`src/rtl/vga_scaled_display_if.sv`:
```
`default_nettype none
// ============================================================================
// Module   : vga_scaled_display_if
// Brief    : Framebuffer read bus between the VGA display and pixel memory.
// Revision : 1.0 - initial release
// ============================================================================
interface vga_scaled_display_if #(
    parameter int PIX_BITS = 2,
    parameter int ADDR_W   = 17
);
    logic                fb_rd_en;
    logic [ADDR_W-1:0]   fb_rd_addr;
    logic [PIX_BITS-1:0] fb_rd_data;

    modport master (output fb_rd_en, output fb_rd_addr, input fb_rd_data);
    modport slave  (input fb_rd_en, input fb_rd_addr, output fb_rd_data);
endinterface
`default_nettype wire

```
`src/rtl/vga_scaled_display.sv`:
```
`default_nettype none
// ============================================================================
// Module   : vga_scaled_display
// Brief    : VGA timing, pixel clock-enable, power-of-two framebuffer upscale,
//            palette lookup and frame-synchronous mode select.
// Revision : 1.0 - initial release
// ============================================================================
module vga_scaled_display #(
    parameter int CLK_DIV     = 4,
    parameter int H_ACTIVE    = 640,
    parameter int H_FP        = 16,
    parameter int H_SYNC      = 96,
    parameter int H_BP        = 48,
    parameter int V_ACTIVE    = 480,
    parameter int V_FP        = 10,
    parameter int V_SYNC      = 2,
    parameter int V_BP        = 33,
    parameter int SCALE_SHIFT = 1,
    parameter int PIX_BITS    = 2,
    parameter int RD_LATENCY  = 1,
    parameter int ADDR_W      = 17
) (
    input  wire                    clk,
    input  wire                    reset,
    input  wire [1:0]              mode,
    input  wire                    pal_we,
    input  wire [PIX_BITS-1:0]     pal_addr,
    input  wire [11:0]             pal_data,
    vga_scaled_display_if.master   fb,
    output logic                   hSync,
    output logic                   vSync,
    output logic [3:0]             VGA_R,
    output logic [3:0]             VGA_G,
    output logic [3:0]             VGA_B,
    output logic                   active_out,
    output logic                   frame_end
);
    localparam int H_TOTAL = H_ACTIVE + H_FP + H_SYNC + H_BP;
    localparam int V_TOTAL = V_ACTIVE + V_FP + V_SYNC + V_BP;
    localparam int HW      = $clog2(H_TOTAL);
    localparam int VW      = $clog2(V_TOTAL);
    localparam int DW      = $clog2(CLK_DIV);
    localparam int FB_W    = H_ACTIVE >> SCALE_SHIFT;
    localparam int BAR_W   = H_ACTIVE / 8;
    localparam int BW      = (BAR_W > 1) ? $clog2(BAR_W) : 1;
    localparam int NPAL    = 1 << PIX_BITS;

    localparam logic [DW-1:0]     c_div_last   = DW'(CLK_DIV - 1);
    localparam logic [HW-1:0]     c_h_last     = HW'(H_TOTAL - 1);
    localparam logic [HW-1:0]     c_h_act      = HW'(H_ACTIVE);
    localparam logic [HW-1:0]     c_hs_beg     = HW'(H_ACTIVE + H_FP);
    localparam logic [HW-1:0]     c_hs_end     = HW'(H_ACTIVE + H_FP + H_SYNC);
    localparam logic [VW-1:0]     c_v_last     = VW'(V_TOTAL - 1);
    localparam logic [VW-1:0]     c_v_act      = VW'(V_ACTIVE);
    localparam logic [VW-1:0]     c_v_act_last = VW'(V_ACTIVE - 1);
    localparam logic [VW-1:0]     c_vs_beg     = VW'(V_ACTIVE + V_FP);
    localparam logic [VW-1:0]     c_vs_end     = VW'(V_ACTIVE + V_FP + V_SYNC);
    localparam logic [VW-1:0]     c_row_mask   = VW'((1 << SCALE_SHIFT) - 1);
    localparam logic [ADDR_W-1:0] c_fb_w       = ADDR_W'(FB_W);
    localparam logic [BW-1:0]     c_bar_last   = BW'(BAR_W - 1);

    generate
        if (RD_LATENCY >= CLK_DIV) begin : g_bad_rd_latency
            $error("RD_LATENCY must be smaller than CLK_DIV");
        end
    endgenerate

    logic [DW-1:0]     r_div;
    logic [HW-1:0]     r_hcount;
    logic [VW-1:0]     r_vcount;
    logic [ADDR_W-1:0] r_row_base;
    logic [BW-1:0]     r_bar_px;
    logic [2:0]        r_bar_idx;
    logic              r_s1_vis, r_s1_hs, r_s1_vs;
    logic [2:0]        r_s1_bar;
    logic [1:0]        r_mode;
    logic [11:0]       r_pal [NPAL];

    logic              w_pix_ce, w_h_last, w_v_last, w_visible;
    logic              w_hs_n, w_vs_n, w_frame_tick;
    logic [ADDR_W-1:0] w_addr;
    logic [11:0]       w_colour;

    assign w_pix_ce     = (r_div == c_div_last);
    assign w_h_last     = (r_hcount == c_h_last);
    assign w_v_last     = (r_vcount == c_v_last);
    assign w_visible    = (r_hcount < c_h_act) && (r_vcount < c_v_act);
    assign w_hs_n       = !((r_hcount >= c_hs_beg) && (r_hcount < c_hs_end));
    assign w_vs_n       = !((r_vcount >= c_vs_beg) && (r_vcount < c_vs_end));
    assign w_frame_tick = w_pix_ce && w_h_last && (r_vcount == c_v_act_last);
    assign w_addr       = r_row_base + ADDR_W'(r_hcount >> SCALE_SHIFT);

    // Pixel divider and raster counters; row_base steps once per group of
    // 2^SCALE_SHIFT visible lines so the address needs no multiplier.
    always_ff @(posedge clk or negedge reset) begin
        if (!reset) begin
            r_div      <= '0;
            r_hcount   <= '0;
            r_vcount   <= '0;
            r_row_base <= '0;
            r_bar_px   <= '0;
            r_bar_idx  <= '0;
        end else begin
            r_div <= r_div + 1'b1;
            if (w_pix_ce) begin
                if (w_h_last) begin
                    r_hcount  <= '0;
                    r_bar_px  <= '0;
                    r_bar_idx <= '0;
                    if (w_v_last) begin
                        r_vcount   <= '0;
                        r_row_base <= '0;
                    end else begin
                        r_vcount <= r_vcount + 1'b1;
                        if ((r_vcount < c_v_act) && ((r_vcount & c_row_mask) == c_row_mask))
                            r_row_base <= r_row_base + c_fb_w;
                    end
                end else begin
                    r_hcount <= r_hcount + 1'b1;
                    if (r_bar_px == c_bar_last) begin
                        r_bar_px  <= '0;
                        r_bar_idx <= r_bar_idx + 1'b1;
                    end else begin
                        r_bar_px <= r_bar_px + 1'b1;
                    end
                end
            end
        end
    end

    always_comb begin
        w_colour = 12'h000;
        if (r_s1_vis) begin
            case (r_mode)
                2'd0:    w_colour = r_pal[fb.fb_rd_data];
                2'd1:    w_colour = {{4{r_s1_bar[2]}}, {4{r_s1_bar[1]}}, {4{r_s1_bar[0]}}};
                default: w_colour = r_pal[0];
            endcase
        end
    end

    // Stage 1 issues the read, stage 2 consumes it; sync rides the same two
    // stages so pins stay aligned with colour.
    always_ff @(posedge clk or negedge reset) begin
        if (!reset) begin
            fb.fb_rd_en   <= 1'b0;
            fb.fb_rd_addr <= '0;
            r_s1_vis      <= 1'b0;
            r_s1_hs       <= 1'b1;
            r_s1_vs       <= 1'b1;
            r_s1_bar      <= '0;
            r_mode        <= 2'd0;
            hSync         <= 1'b1;
            vSync         <= 1'b1;
            VGA_R         <= 4'h0;
            VGA_G         <= 4'h0;
            VGA_B         <= 4'h0;
            active_out    <= 1'b0;
            frame_end     <= 1'b0;
        end else begin
            frame_end <= w_frame_tick;
            if (w_frame_tick)
                r_mode <= mode;
            if (w_pix_ce) begin
                fb.fb_rd_en <= w_visible && (r_mode == 2'd0);
                if (w_visible)
                    fb.fb_rd_addr <= w_addr;
                r_s1_vis <= w_visible;
                r_s1_hs  <= w_hs_n;
                r_s1_vs  <= w_vs_n;
                r_s1_bar <= r_bar_idx;
                {VGA_R, VGA_G, VGA_B} <= w_colour;
                hSync      <= r_s1_hs;
                vSync      <= r_s1_vs;
                active_out <= r_s1_vis;
            end
        end
    end

    always_ff @(posedge clk or negedge reset) begin
        if (!reset) begin
            for (int i = 0; i < NPAL; i++)
                r_pal[i] <= (i == 0) ? 12'hFFF : 12'h000;
        end else if (pal_we) begin
            r_pal[pal_addr] <= pal_data;
        end
    end
endmodule
`default_nettype wire

```
`src/flat_wrapper.sv`:
```
// flat-port wrapper written by rule: the top's interface ports become plain ports
module vga_scaled_display_flat 
#(
    parameter int CLK_DIV     = 4,
    parameter int H_ACTIVE    = 640,
    parameter int H_FP        = 16,
    parameter int H_SYNC      = 96,
    parameter int H_BP        = 48,
    parameter int V_ACTIVE    = 480,
    parameter int V_FP        = 10,
    parameter int V_SYNC      = 2,
    parameter int V_BP        = 33,
    parameter int SCALE_SHIFT = 1,
    parameter int PIX_BITS    = 2,
    parameter int RD_LATENCY  = 1,
    parameter int ADDR_W      = 17
)
  (clk, reset, mode, pal_we, pal_addr, pal_data, hSync, vSync, VGA_R, VGA_G, VGA_B, active_out, frame_end, fb_fb_rd_en, fb_fb_rd_addr, fb_fb_rd_data);
  vga_scaled_display_if #(.PIX_BITS(PIX_BITS), .ADDR_W(ADDR_W)) fb_i ();
  input  wire clk;
  input  wire reset;
  input  wire [1:0] mode;
  input  wire pal_we;
  input  wire [PIX_BITS-1:0] pal_addr;
  input  wire [11:0] pal_data;
  output logic hSync;
  output logic vSync;
  output logic [3:0] VGA_R;
  output logic [3:0] VGA_G;
  output logic [3:0] VGA_B;
  output logic active_out;
  output logic frame_end;
  output wire logic [$bits(fb_i.fb_rd_en)-1:0] fb_fb_rd_en;
  output wire logic [$bits(fb_i.fb_rd_addr)-1:0] fb_fb_rd_addr;
  input wire logic [$bits(fb_i.fb_rd_data)-1:0] fb_fb_rd_data;
  assign fb_fb_rd_en = fb_i.fb_rd_en;
  assign fb_fb_rd_addr = fb_i.fb_rd_addr;
  assign fb_i.fb_rd_data = fb_fb_rd_data;
  vga_scaled_display #(.CLK_DIV(CLK_DIV), .H_ACTIVE(H_ACTIVE), .H_FP(H_FP), .H_SYNC(H_SYNC), .H_BP(H_BP), .V_ACTIVE(V_ACTIVE), .V_FP(V_FP), .V_SYNC(V_SYNC), .V_BP(V_BP), .SCALE_SHIFT(SCALE_SHIFT), .PIX_BITS(PIX_BITS), .RD_LATENCY(RD_LATENCY), .ADDR_W(ADDR_W)) u_core (.clk(clk), .reset(reset), .mode(mode), .pal_we(pal_we), .pal_addr(pal_addr), .pal_data(pal_data), .fb(fb_i), .hSync(hSync), .vSync(vSync), .VGA_R(VGA_R), .VGA_G(VGA_G), .VGA_B(VGA_B), .active_out(active_out), .frame_end(frame_end));
endmodule
```
`config.mk`:
```
export PLATFORM = sky130hd
export DESIGN_NAME = vga_scaled_display_flat
export DESIGN_NICKNAME = d
export VERILOG_FILES = /design/src/rtl/vga_scaled_display_if.sv /design/src/rtl/vga_scaled_display.sv /design/src/flat_wrapper.sv
export SDC_FILE = /design/constraint.sdc
export NUM_CORES = 1
export LEC_CHECK = 0
export BUFFER_PORTS_ARGS = -buffer_cell sky130_fd_sc_hd__clkbuf_2
export CAP_MARGIN = 0
export CORE_MARGIN = 5
export CORE_UTILIZATION = 45
export CTS_CLUSTER_DIAMETER = 30
export DETAILED_ROUTE_END_ITERATION = 6
export MAX_ROUTING_LAYER = met4
export PLACE_DENSITY = 0.65
export SLEW_MARGIN = 10
export SYNTH_ARGS = -nofsm -noshare
export SYNTH_HDL_FRONTEND = slang
export SYNTH_SLANG_ARGS = --single-unit
```
`constraint.sdc`:
```
create_clock -name clk -period 1.8 [get_ports clk]
set_clock_uncertainty 0.2 [all_clocks]
set_input_delay 0.45 -clock clk [delete_from_list [all_inputs] [get_ports clk]]
set_output_delay 0.45 -clock clk [all_outputs]
set_load 0.02 [all_outputs]
```
==> results.yml, run 1 <==
timing:
  rsz0062_at_grt: "yes"
  worstMarginPinSlew_ns: 0.702
  slew_headroom_pct: 53.0
  setup_slack_ns: -0.330
  finalHoldViolCount: 0
  tns_ns: -4.62
  min_period_ns: 2.13
  fin_crit_sh_pct: 118
  fmax_ghz: 0.470
  slew_viol_final: 0
  setup_violations: 37
yosys:
  syn_area_per_cell_um2: 11.9
  syn-cell-area_um2: 6380
  synthTopCellsByArea: "dfrtp_1 (46%), mux2_2 (10%), dfstp_2 (6.6%)"
  post-synth-top-count-cell: "dfrtp_1"
  synth.yosys.warnings: 0
  syn_inst: 538
  synth_top_cell_by_area: "dfrtp_1"
  yosys.cell_types.count: 53
  synth_top_flop_cell: "dfrtp_1"
  syn_nets: 570
  synth-seq-cells: 133
  postSynth.asyncResetShare_pct: 100
  synth-edff-count: 0
  post-synth-top-area-fraction_pct: 45.9
  yosys-top-cells-count: "dfrtp_1 (117), mux2_2 (58), o21ai_0 (40)"
  ys_seq_area_share_pct: 52.5
cells_and_area:
  nFillCells: 1037
  antenna_cells: 0
  final_util_pct: 64.1
  layout-drive-gt1-share_pct: 48.3
  flow.area_growth_from_synthesis_pct: 39.4
  fin_nets: 733
  multi_input_area_um2: 3170
  regArea_um2: 3350
  fin_cells: 894
placement:
  dp.cells: 834
  place_ws_ns: -0.329
  post-dp-hpwl_um: 10400
  portBuffers: 54
  place_congestion: 0.869
drt:
  vias: 4940
  wl_um: 16200
  drc: 0
  viasPerCell: 5.53
  dr.pass1.iters: 4
  wl_per_cell_um: 18.1
  drt_iter0_drc: 266
  ant_nets: 0
global_routing:
  overflow: 0
  grt.total_usage_pct: 20.7
  antenna_found_initial: 0
  grt_max_degree: 65
  grt_pass1_wl_um: 26200
  grt_pass1_vias: 5181
worst_setup_path:
  cp-start-kind: "flip-flop"
  worstSetupEndpointType: "flip-flop"
  arrival_ns: 2.27
  r2r_start: "u_core.r_row_base[7]"
  setup.worst_path.start: "u_core.r_row_base[7]"
  critPathKind: "flip-flop to flip-flop"
  cp_max_fo: 3
  required_ns: 1.94
die:
  chipHeight_um: 129
  initial_utilization_pct: 46.0
  die_area_um2: 16700
  core_area_um2: 13900
  dieWidth_um: 129
  rows: 43
  pin_count: 55
clock_network:
  clock_sinks: 133
  cts_tree: "built"
  cts_htree_levels: 4
  numCtsBuffers: 17
  insertion_delay_ns: 0.42
  cts_root_buffer: "clkbuf_16"
  clock_path_buffers: 2
  clk_pin_slew_ns: 0.06
pwr:
  ir_drop_mv: 0.677
  finalPower_mw: 7.70
  p_leak_nw: 3.93
  powerDensity_nw_per_um2: 866
status:
  outcome: "complete, but fails checks"
  violations: "setup timing"
worst_hold_path:
  hp-class: "input pin to flip-flop"
  hold_path_startpoint: "mode[0]"
run:
  maxCapViolations: 0
[layer usage]
layer  GRT usage, %  part of all wire, %
met1           24.5                   41
met2           35.0                   52
met3           4.37                  4.4
met4           7.35                  2.7
met5              -                    0
[power breakdown]
part           leakage (nW)  switching, mW  internal [mW]
Combinational          1.99          0.311          0.399
Clock                 0.286           1.32           2.26
Sequential             1.65          0.143           3.28
Total                  3.93           1.77           5.93
[layout make-up]
class	instances	share of cell area, %
flip-flops and latches	133	37.7
multi-input cells	348	35.6
repair buffers	173	16.1
clock buffers	21	5.18
well taps	180	2.53
clock inverters	11	1.70
inverters	28	1.18
[stage by stage]
stage	instance area [um2]	hold slack [ns]
4_1_cts	8560	0.0506
3_5_place_dp	7570	0.117
5_1_grt	8890	0.0473
2_1_floorplan	6400	-0.0456
6_report	8890	0.0582
3_3_place_gp	7570	0.118
[placed cells by master, fill, tap and decap left out, drive strengths merged, types with 13 or more instances in the layout]
master,count
buf,119
dfrtp,117
clkbuf,74
mux2,60
o21ai,40
nand2,33
inv,29
nor2,20
xnor2,17
dfstp,16
nand2b,14
a32o,14
nand4,13
[logic make-up after synthesis]
logic type | share of synthesized area [%]
and+or+nand+nor | 10.9
DFF | 52.5
adders and majority gates | 2.16
muxes | 16.8
buffers and inverters | 3.49
AOI/OAI and AO/OA | 10.9
xor gates and xnor gates | 3.29
[timing repair]
item / 4_1_cts / 5_1_grt
pin swaps: 21 / 27
gates cloned: 3 / 1
buffers inserted: 16 / 15
endpoints found under the hold margin: 10 / 0
resized for setup: 62 / 58
setup endpoints to repair: 58 / 54
hold buffers: 1 / 0
[final timing paths]
| kind | slack (ns) | depth (start not counted) | to |
|---|---|---|---|
| worst max-delay path | -0.33 | 4 | u_core.r_row_base[16] |
| min in group asynchronous | 0.23 | 2 | u_core.r_row_base[15] |
| worst min-delay path | 0.06 | 2 | u_core.r_mode[0] |
| max in group asynchronous | 0.53 | 3 | u_core.r_s1_vs |
| worst max register to register | -0.33 | 4 | u_core.r_row_base[16] |
| worst min register to register | 0.28 | 2 | u_core.fb.fb_rd_addr[13] |
[state kept, by name, summed over array words and instances, names as in the netlist, 2 cells and up]
name	count
u_core.r_pal	48
u_core.fb.fb_rd_addr	17
u_core.r_row_base	11
u_core.r_hcount	10
u_core.r_vcount	10
u_core.r_bar_px	7
u_core.VGA_B	4
u_core.VGA_G	4
u_core.VGA_R	4
u_core.r_bar_idx	3
u_core.r_s1_bar	3
u_core.r_div	2
u_core.r_mode	2
[critical path, stage by stage (launching register included)]
cell,delay [ns]
dfrtp_1,0.40
ha_1,0.28
o211ai_1,0.32
a2111oi_1,0.61
mux2i_1,0.24
Note: power is estimated with default switching activity, not from simulation.
==> run 2: changes to the inputs <==
--- a/config.mk
+++ b/config.mk
@@ -12,7 +12,7 @@
 export CTS_CLUSTER_DIAMETER = 30
 export DETAILED_ROUTE_END_ITERATION = 6
 export MAX_ROUTING_LAYER = met4
-export PLACE_DENSITY = 0.65
+export PLACE_DENSITY_LB_ADDON = 0.15
 export SLEW_MARGIN = 10
 export SYNTH_ARGS = -nofsm -noshare
 export SYNTH_HDL_FRONTEND = slang
==> run 2 against run 1 <==
Die area unchanged. Critical path depth rose by 1. Sequential share of layout area down 0.30 points. The flow still finishes with violations (setup timing). First-iteration DRC count grew 12%. Routed wire length decreased by 3.0%. Non-clock buffer count up 3. Clock-buffer cell count fell by 2. Highest routed layer unchanged. Setup slack improved by 0.061 ns. Power increased by 0.99%. Cell area grew 0.80%. Combinational power grew 2%.
==> results.yml, run 2 (synthesis gave the netlist of run 1 again) <==
placement:
  post-dp-hpwl_um: 10600
  dp.cells: 831
  place_ws_ns: -0.361
  portBuffers: 54
  place_congestion: 0.933
cells_and_area:
  final_common_cell: "dfrtp_1"
  largest-register: "u_core.r_pal"
  mostFrequentLayoutCells: "dfrtp_1 (117), buf_4 (82), mux2_2 (58)"
  nFillCells: 1076
  top_regs: "u_core.r_pal (48), u_core.fb.fb_rd_addr (17), u_core.r_row_base (11)"
  antenna_cells: 0
  fin_cells: 897
  flow.area_growth_from_synthesis_pct: 40.5
  layout-drive-gt1-share_pct: 48.7
  final_util_pct: 64.6
  largest_reg_flops: 48
  fin_nets: 736
worst_setup_path:
  critPathKind: "flip-flop to flip-flop"
  cp-start-kind: "flip-flop"
  crit_path_cell_trace: "and4b_1, nand4_1, buf_6, or4_4, mux2_4"
  crit_slowest_cell: "or4_4"
  reg2reg_depth: 5
  r2r_setup_slack_ns: -0.27
  cp_max_fo: 5
  critical_path.max_stage_delay_ns: 0.47
  r2r_start: "u_core.r_hcount[7]"
  required_ns: 1.90
  worstSetupEndpointType: "flip-flop"
  critPathBufInv: 1
  crit_family: "simple AND/OR/NAND/NOR gates"
  arrival_ns: 2.17
  regToRegEndpoint: "u_core.r_mode[1]"
global_routing:
  antenna_found_initial: 0
  use_met1_pct: 23.1
  grt_pass1_vias: 5038
  grt.total_usage_pct: 19.8
  grt.met3_usage_pct: 4.82
  overflow: 0
  grt.busiest_layer: "met2"
  use_met2_pct: 33.5
  grt_max_degree: 34
  grt_pass1_wl_um: 25000
die:
  initial_utilization_pct: 46.0
  die_area_um2: 16700
  core_area_um2: 13900
  rows: 43
  pin_count: 55
  dieWidth_um: 129
  chipHeight_um: 129
pwr:
  finalPower_mw: 7.78
  powerDensity_nw_per_um2: 868
  p_leak_nw: 3.98
  ir_drop_mv: 0.802
timing:
  finalHoldViolCount: 0
  rsz0062_at_grt: "yes"
  setup_violations: 29
  fin_crit_sh_pct: 115
  hold_ws_ns: 0.0877
  slew_viol_final: 0
  worstMarginPinSlew_ns: 0.704
  setup_slack_ns: -0.268
  slew_headroom_pct: 52.9
  min_period_ns: 2.07
  fmax_ghz: 0.484
clock_network:
  insertion_delay_ns: 0.42
  cts_htree_levels: 4
  clk_pin_slew_ns: 0.06
  numCtsBuffers: 17
  clock_path_buffers: 2
  cts_root_buffer: "clkbuf_16"
  cts_tree: "built"
  clock_sinks: 133
status:
  violations: "setup timing"
  outcome: "complete, but fails checks"
worst_hold_path:
  holdPathEnd: "u_core.r_mode[1]"
  hold_path_depth: 2
  hold_path_startpoint: "mode[1]"
  hp-class: "input pin to flip-flop"
drt:
  dr.pass1.iters: 4
  wl_um: 15700
  ant_nets: 0
  drt_iter0_drc: 299
  viasPerCell: 5.46
  vias: 4901
  drc: 0
  wl_per_cell_um: 17.5
run:
  maxCapViolations: 0
run 2: cell types whose count changed in the layout (fill, tap and decap cells not counted), moves of 4 or more:
cell / change
nor2_1: -4
o21ai_2: -4
o21ai_0: +6
buf_6: -4
a211oi_2: +4
nor2_2: +4
run 2: area by class of cell:
type                            instances  area (um2)  area share [%]
Inverter                               28         105            1.17
Sequential cell                       133        3350            37.4
Clock inverter                         13         174            1.94
Multi-Input combinational cell        348        3160            35.3
Tap cell                              180         225            2.51
Clock buffer                           19         453            5.05
Timing Repair Buffer                  176        1500            16.7
run 2: worst reg2reg max path: cells and delay by family (launching register included):
| kind | cells | cell delay, ns |
|---|---|---|
| buf+inv | 1 | 0.16 |
| flops | 1 | 0.39 |
| mux | 1 | 0.32 |
| simple gates | 3 | 0.89 |
run 2: worst max path at each step:
| stage | startpoint | endpoint | slack [ns] | cells past startpoint |
|---|---|---|---|---|
| 2_1_floorplan | u_core.r_vcount[0] | u_core.r_row_base[10] | -0.15 | 7 |
| 3_3_place_gp | u_core.r_hcount[6] | u_core.r_vcount[8] | -0.29 | 5 |
| 3_5_place_dp | u_core.r_vcount[0] | u_core.r_row_base[12] | -0.36 | 7 |
| 4_1_cts | u_core.r_hcount[6] | u_core.r_row_base[6] | -0.28 | 6 |
| 5_1_grt | u_core.r_hcount[5] | u_core.r_mode[1] | -0.31 | 5 |
| 6_report | u_core.r_hcount[7] | u_core.r_mode[1] | -0.27 | 5 |
run 2: metal layers:
metal | routed length [um] | part of all wire (%)
met1 | 6530 | 42
met3 | 564 | 3.6
met2 | 8300 | 53
met5 | 0 | 0
met4 | 310 | 2.0
run 2: power by group:
part           total [mW]  internal (mW)  leakage [nW]  switching (mW)
logic               0.727          0.409          2.03           0.318
registers            3.42           3.28          1.65           0.143
clock network        3.63           2.27         0.302            1.36
total                7.78           5.96          3.98            1.82
run 2: metrics by stage:
step	cell area (um2)	setup TNS (ns)
2_1_floorplan	6400	-1.87
3_3_place_gp	7560	-8.34
3_5_place_dp	7560	-10.55
4_1_cts	8500	-4.17
5_1_grt	8960	-5.76
6_report	8960	-3.39
run 2: timing repair:
| item | CTS | global route |
|---|---|---|
| hold buffers | 1 | 0 |
| hold endpoints to repair | 13 | 0 |
| resized for setup | 44 | 65 |
| cloned | 2 | 4 |
| pin swaps | 23 | 42 |
| buffers inserted | 15 | 17 |
| setup endpoints to repair | 58 | 54 |
